<file path="config.mk">
export PLATFORM = sky130hd
export DESIGN_NAME = async_fifo_top_flat
export DESIGN_NICKNAME = d
export VERILOG_FILES = /design/src/rtl/async_fifo_if.sv /design/src/rtl/async_fifo_top.sv /design/src/flat_wrapper.sv
export SDC_FILE = /design/constraint.sdc
export NUM_CORES = 1
export LEC_CHECK = 0
export BUFFER_PORTS_ARGS = -buffer_cell sky130_fd_sc_hd__buf_2
export CAP_MARGIN = 25
export CORE_MARGIN = 5
export CORE_UTILIZATION = 25
export DETAILED_ROUTE_END_ITERATION = 12
export HOLD_SLACK_MARGIN = 0.06
export PLACE_DENSITY = 0.49
export SKIP_LAST_GASP = 1
export SLEW_MARGIN = 20
export SYNTH_ARGS = -nofsm -noshare
export SYNTH_HDL_FRONTEND = slang
export SYNTH_SLANG_ARGS = --single-unit
</file>
<file path="constraint.sdc">
create_clock -name wclk -period 3.3 [get_ports wclk]
set_input_delay 0.33 -clock wclk [delete_from_list [all_inputs] [get_ports wclk]]
set_output_delay 0.33 -clock wclk [all_outputs]
set_load 0.01 [all_outputs]
</file>
<file path="src/rtl/async_fifo_if.sv">
// Producer/consumer handshake bundle for async_fifo_top.
// The optional level signal is present only when FIFO_LEVEL_EN is defined.
interface async_fifo_if #(
   parameter int DATA_W = 16,
   parameter int ADDR_W = 4
);
   logic [DATA_W-1:0] wdata;
   logic              winc;
   logic              rinc;
   logic              wfull;
   logic              rempty;
   logic [DATA_W-1:0] rdata;
   logic              rvalid;
`ifdef FIFO_LEVEL_EN
   logic [ADDR_W:0]   level;
`endif

   modport master (
      output wdata, winc, rinc,
`ifdef FIFO_LEVEL_EN
      input  level,
`endif
      input  wfull, rempty, rdata, rvalid
   );

   modport slave (
      input  wdata, winc, rinc,
`ifdef FIFO_LEVEL_EN
      output level,
`endif
      output wfull, rempty, rdata, rvalid
   );
endinterface

</file>
<file path="src/rtl/async_fifo_top.sv">
// Single-clock FIFO: binary pointers with a wrap bit, registered read data and valid strobe.
// Define FIFO_LEVEL_EN to drive the occupancy output level on the interface.
module async_fifo_top #(
   parameter int DATA_W = 16,
   parameter int ADDR_W = 4
) (
   input  logic        wclk,
   input  logic        wrst_n,
   async_fifo_if.slave bus
);
   localparam int DEPTH = 2 ** ADDR_W;

   logic [DATA_W-1:0] r_mem [DEPTH];
   logic [ADDR_W:0]   r_wptr;
   logic [ADDR_W:0]   r_rptr;
   logic [DATA_W-1:0] r_rdata;
   logic              r_rvalid;

   logic w_full;
   logic w_empty;
   logic w_wr_en;
   logic w_rd_en;

   assign w_empty = (r_wptr == r_rptr);
   assign w_full  = (r_wptr[ADDR_W] != r_rptr[ADDR_W]) &&
                    (r_wptr[ADDR_W-1:0] == r_rptr[ADDR_W-1:0]);

   // Both sides qualify on the pre-edge flags, so a write into a full FIFO is
   // dropped even when a read frees a slot on the same edge.
   assign w_wr_en = wrst_n && bus.winc && !w_full;
   assign w_rd_en = bus.rinc && !w_empty;

   always_ff @(posedge wclk) begin
      if (w_wr_en) begin
         r_mem[r_wptr[ADDR_W-1:0]] <= bus.wdata;
      end
   end

   always_ff @(posedge wclk) begin
      if (!wrst_n) begin
         r_wptr   <= '0;
         r_rptr   <= '0;
         r_rdata  <= '0;
         r_rvalid <= 1'b0;
      end else begin
         if (w_wr_en) begin
            r_wptr <= r_wptr + 1'b1;
         end
         if (w_rd_en) begin
            r_rdata <= r_mem[r_rptr[ADDR_W-1:0]];
            r_rptr  <= r_rptr + 1'b1;
         end
         r_rvalid <= w_rd_en;
      end
   end

   assign bus.wfull  = w_full;
   assign bus.rempty = w_empty;
   assign bus.rdata  = r_rdata;
   assign bus.rvalid = r_rvalid;
`ifdef FIFO_LEVEL_EN
   assign bus.level  = r_wptr - r_rptr;
`endif
endmodule

</file>
<file path="src/flat_wrapper.sv">
// flat-port wrapper written by rule: the top's interface ports become plain ports
module async_fifo_top_flat 
#(
   parameter int DATA_W = 16,
   parameter int ADDR_W = 4
)
  (wclk, wrst_n, bus_wdata, bus_winc, bus_rinc, bus_wfull, bus_rempty, bus_rdata, bus_rvalid);
  async_fifo_if #(.DATA_W(DATA_W), .ADDR_W(ADDR_W)) bus_i ();
  input  logic wclk;
  input  logic wrst_n;
  input wire logic [$bits(bus_i.wdata)-1:0] bus_wdata;
  input wire logic [$bits(bus_i.winc)-1:0] bus_winc;
  input wire logic [$bits(bus_i.rinc)-1:0] bus_rinc;
  output wire logic [$bits(bus_i.wfull)-1:0] bus_wfull;
  output wire logic [$bits(bus_i.rempty)-1:0] bus_rempty;
  output wire logic [$bits(bus_i.rdata)-1:0] bus_rdata;
  output wire logic [$bits(bus_i.rvalid)-1:0] bus_rvalid;
  assign bus_i.wdata = bus_wdata;
  assign bus_i.winc = bus_winc;
  assign bus_i.rinc = bus_rinc;
  assign bus_wfull = bus_i.wfull;
  assign bus_rempty = bus_i.rempty;
  assign bus_rdata = bus_i.rdata;
  assign bus_rvalid = bus_i.rvalid;
  async_fifo_top #(.DATA_W(DATA_W), .ADDR_W(ADDR_W)) u_core (.wclk(wclk), .wrst_n(wrst_n), .bus(bus_i));
endmodule
</file>
==> out/qor.txt <==
CP Launch Type: register
Via density: 4.41
Gpl congestion: 0.703
Crit end category: register
First-pass iteration count of the detailed router: 4
Netlist Area Pre-Place: 11100 sq um
Cells after Synth: 588
Top cells by count, synth: 256 x edfxtp_1, 34 x a21oi_1, 32 x mux2_2, 27 x dfxtp_1, 26 x mux4_2
Die width: 221 um
Slew HR: 48.2%
Leak: 4.19 nW
Final period util: 76.7%
Initial antenna violation count: 0
CTS Buffer Depth: 3
Hold WS: 0.135 ns
Final net count: 673
Synth Warn #: 0
Vias in the first global route: 5740
Routed len/inst: 20.6 um
Final max-slew violation count: 0
CTS Hold Buffers Added: 0
Critical path endpoint: u_core.r_mem[1][4]
Final setup skew: 0.0282 ns
Worst R2R Start: u_core.r_wptr[2]
Yosys top cell by area: edfxtp_1
Most Used Layer, Global Route: met2
Post-synth top flop: edfxtp_1
Diodes inserted: 0
Clock root buffer: clkbuf_16
Fin crit period: 2.53 ns
Async S/R FF share, synth: 0%
Worst path arrival time: 2.79 ns
Ports: 39
Pwr dens: 604 nW/um^2
CTS H-tree lvls: 1
Pin count of the biggest net entering global routing: 56
CTS Buf Count: 29
First-pass GRT wire length: 38.9 mm
Global Route Usage Sum: 10.4%
Hold Crit Start: bus_wdata[6]
Core Rows: 77
Largest fanout on the critical path: 19
GRT Residual Overflow: 0
Post-CTS sizing: 0
Die height: 221 um
Synthesized net count: 613
Final Setup Violations: 0
Required @ worst endpoint: 3.55 ns
Max Cap Viol: 0
RSZ-0062 raised after global routing: no
Reg-to-Reg End: u_core.r_mem[1][4]
Post-synth EDFFs: 256
Critical Path Start: u_core.r_wptr[2]
Worst-path clk slew: 0.07 ns
Status: completed
Starting density of the core: 25.2%
TritonCTS clock tree: built
R2R setup slack: 0.77 ns
Vias post-DR: 5570
Count of input and output buffers: 38
Most common cell in the netlist: edfxtp_1
Synth top area cells: edfxtp_1 69%, mux4_2 5.3%, mux4_1 5.2%
Pwr Total: 7.88 mW
Max IR drop VDD: 0.364 mV
Antenna-violating nets left: 0
Slew @ Worst Pin: 0.776 ns
Hold Path Class: input pin to register
Core footprint: 44100 sq um
Register area share after synthesis: 73.9%
Area share of the largest cell type after synthesis: 69.0%
Worst skew pair latency: 0.57 ns
Syn-to-layout area delta: 17.2%
M2 GR Usage: 15.8%
Routed wire length: 26.0 mm
Synth Register Bits: 283
Critical path class: register to register
Sink Count: 283
Final Hold Fails: 0
Maximum clock frequency: 395 MHz
Die Area: 48900 sq um
Layout cell share with drive strength beyond 1: 25.9%
Detailed placer's ending HPWL: 15.2 mm
Mean Syn Cell Area: 18.9 sq um
Grt met3 use: 2.17%
Hold-critical path depth: 1
Postcts setup bufs: 0
Unique masters post-synth: 37
Drt drc: 0
R2R depth: 5
Initial DRC count: 342
Met1 track demand over resource: 15.6%
Setup TNS: 0 ns
==> per-stage QoR <==
| step | setup slack, ns | cell area, sq um | util (%) | cells |
|---|---|---|---|---|
| after floorplan | 0.508 | 11100 | - | 588 |
| after global routing | 0.647 | 13100 | 29.6 | 1263 |
| after global placement | 0.871 | 12100 | 27.5 | 1209 |
| after detailed placement | 0.791 | 12100 | 27.5 | 1209 |
| final | 0.768 | 13100 | 29.6 | 1263 |
| after CTS | 0.789 | 13100 | 29.6 | 1263 |
==> per-layer routing <==
layer / part of all wire (%) / vias to the layer above
li1: - / 2528
met5: 0 / -
met1: 49 / 2885
met3: 4.7 / 32
met4: 1.6 / 0
met2: 44 / 125
==> report_power, final <==
| group | total, mW | switching, mW | leakage [nW] | internal [mW] |
|---|---|---|---|---|
| Combinational | 0.668 | 0.408 | 1.22 | 0.260 |
| Clock | 3.18 | 1.36 | 0.442 | 1.83 |
| Sequential | 4.03 | 0.0526 | 2.53 | 3.98 |
| Total | 7.88 | 1.82 | 4.19 | 6.06 |
==> worst max-delay path: stages (launching register included) <==
cell and delay, ns:
dfxtp_1 0.49, xnor2_1 0.14, and4_1 0.31, a21oi_4 0.44, and3_1 0.54, buf_4 0.31
==> how the worst min path moves through the flow <==
| stage | endpoint | slack (ns) |
|---|---|---|
| detailed placement | u_core.bus.rdata[7] | 0.52 |
| floorplan | u_core.r_mem[0][0] | 0.43 |
| global placement | u_core.bus.rdata[7] | 0.52 |
| CTS | u_core.r_mem[5][6] | 0.12 |
| finish | u_core.r_mem[5][6] | 0.14 |
| global route | u_core.r_mem[5][6] | 0.12 |
==> layout by cell type, fill, tap and decap left out, types with 2 or more instances in the layout <==
| cell | instances |
|---|---|
| clkinv_1 | 5 |
| nor2b_1 | 18 |
| dfxtp_1 | 24 |
| clkinvlp_4 | 4 |
| nand4_1 | 4 |
| a211oi_1 | 16 |
| buf_2 | 38 |
| clkbuf_8 | 2 |
| nand2_1 | 11 |
| mux4_2 | 26 |
| edfxtp_1 | 256 |
| clkbuf_16 | 29 |
| o22ai_1 | 16 |
| dfxtp_4 | 2 |
| a21oi_1 | 33 |
| mux2_2 | 32 |
| ha_1 | 5 |
| mux4_1 | 22 |
| nand2b_1 | 3 |
| and3_1 | 14 |
| xor2_1 | 3 |
| mux2i_1 | 3 |
| buf_4 | 25 |
| clkinv_2 | 4 |
| o21ai_1 | 13 |
| bufinv_16 | 2 |
| xnor2_1 | 6 |
| buf_12 | 4 |
| and2_1 | 6 |
| nor2_1 | 3 |
| clkbuf_1 | 7 |
| nor3_1 | 16 |
| inv_1 | 3 |
| o21ai_0 | 5 |
==> state kept, by name, indices dropped and copies added (netlist names) <==
register,cells
u_core.bus.rvalid,1
u_core.r_wptr,5
u_core.bus.rdata,16
u_core.r_rptr,5
u_core.r_mem,256
==> final cells by class <==
type                       instances  area, sq um
sequential                       283         8240
timing repair buffer              67          458
inverter                           3         11.3
clock inverter                    16          149
fill                            4413        31100
multi-input combinational        264         2680
tap                              592          741
clock buffer                      38          779
==> kinds of logic after synthesis <==
logic type,share of synthesized area (%)
and+or+nand+nor,3.89
adders and majority gates,0.562
muxes,14.0
DFF,73.9
buffers and inverters,2.17
AOI/OAI and AO/OA,4.83
xor gates and xnor gates,0.708
(Power assumes the default switching activity.)
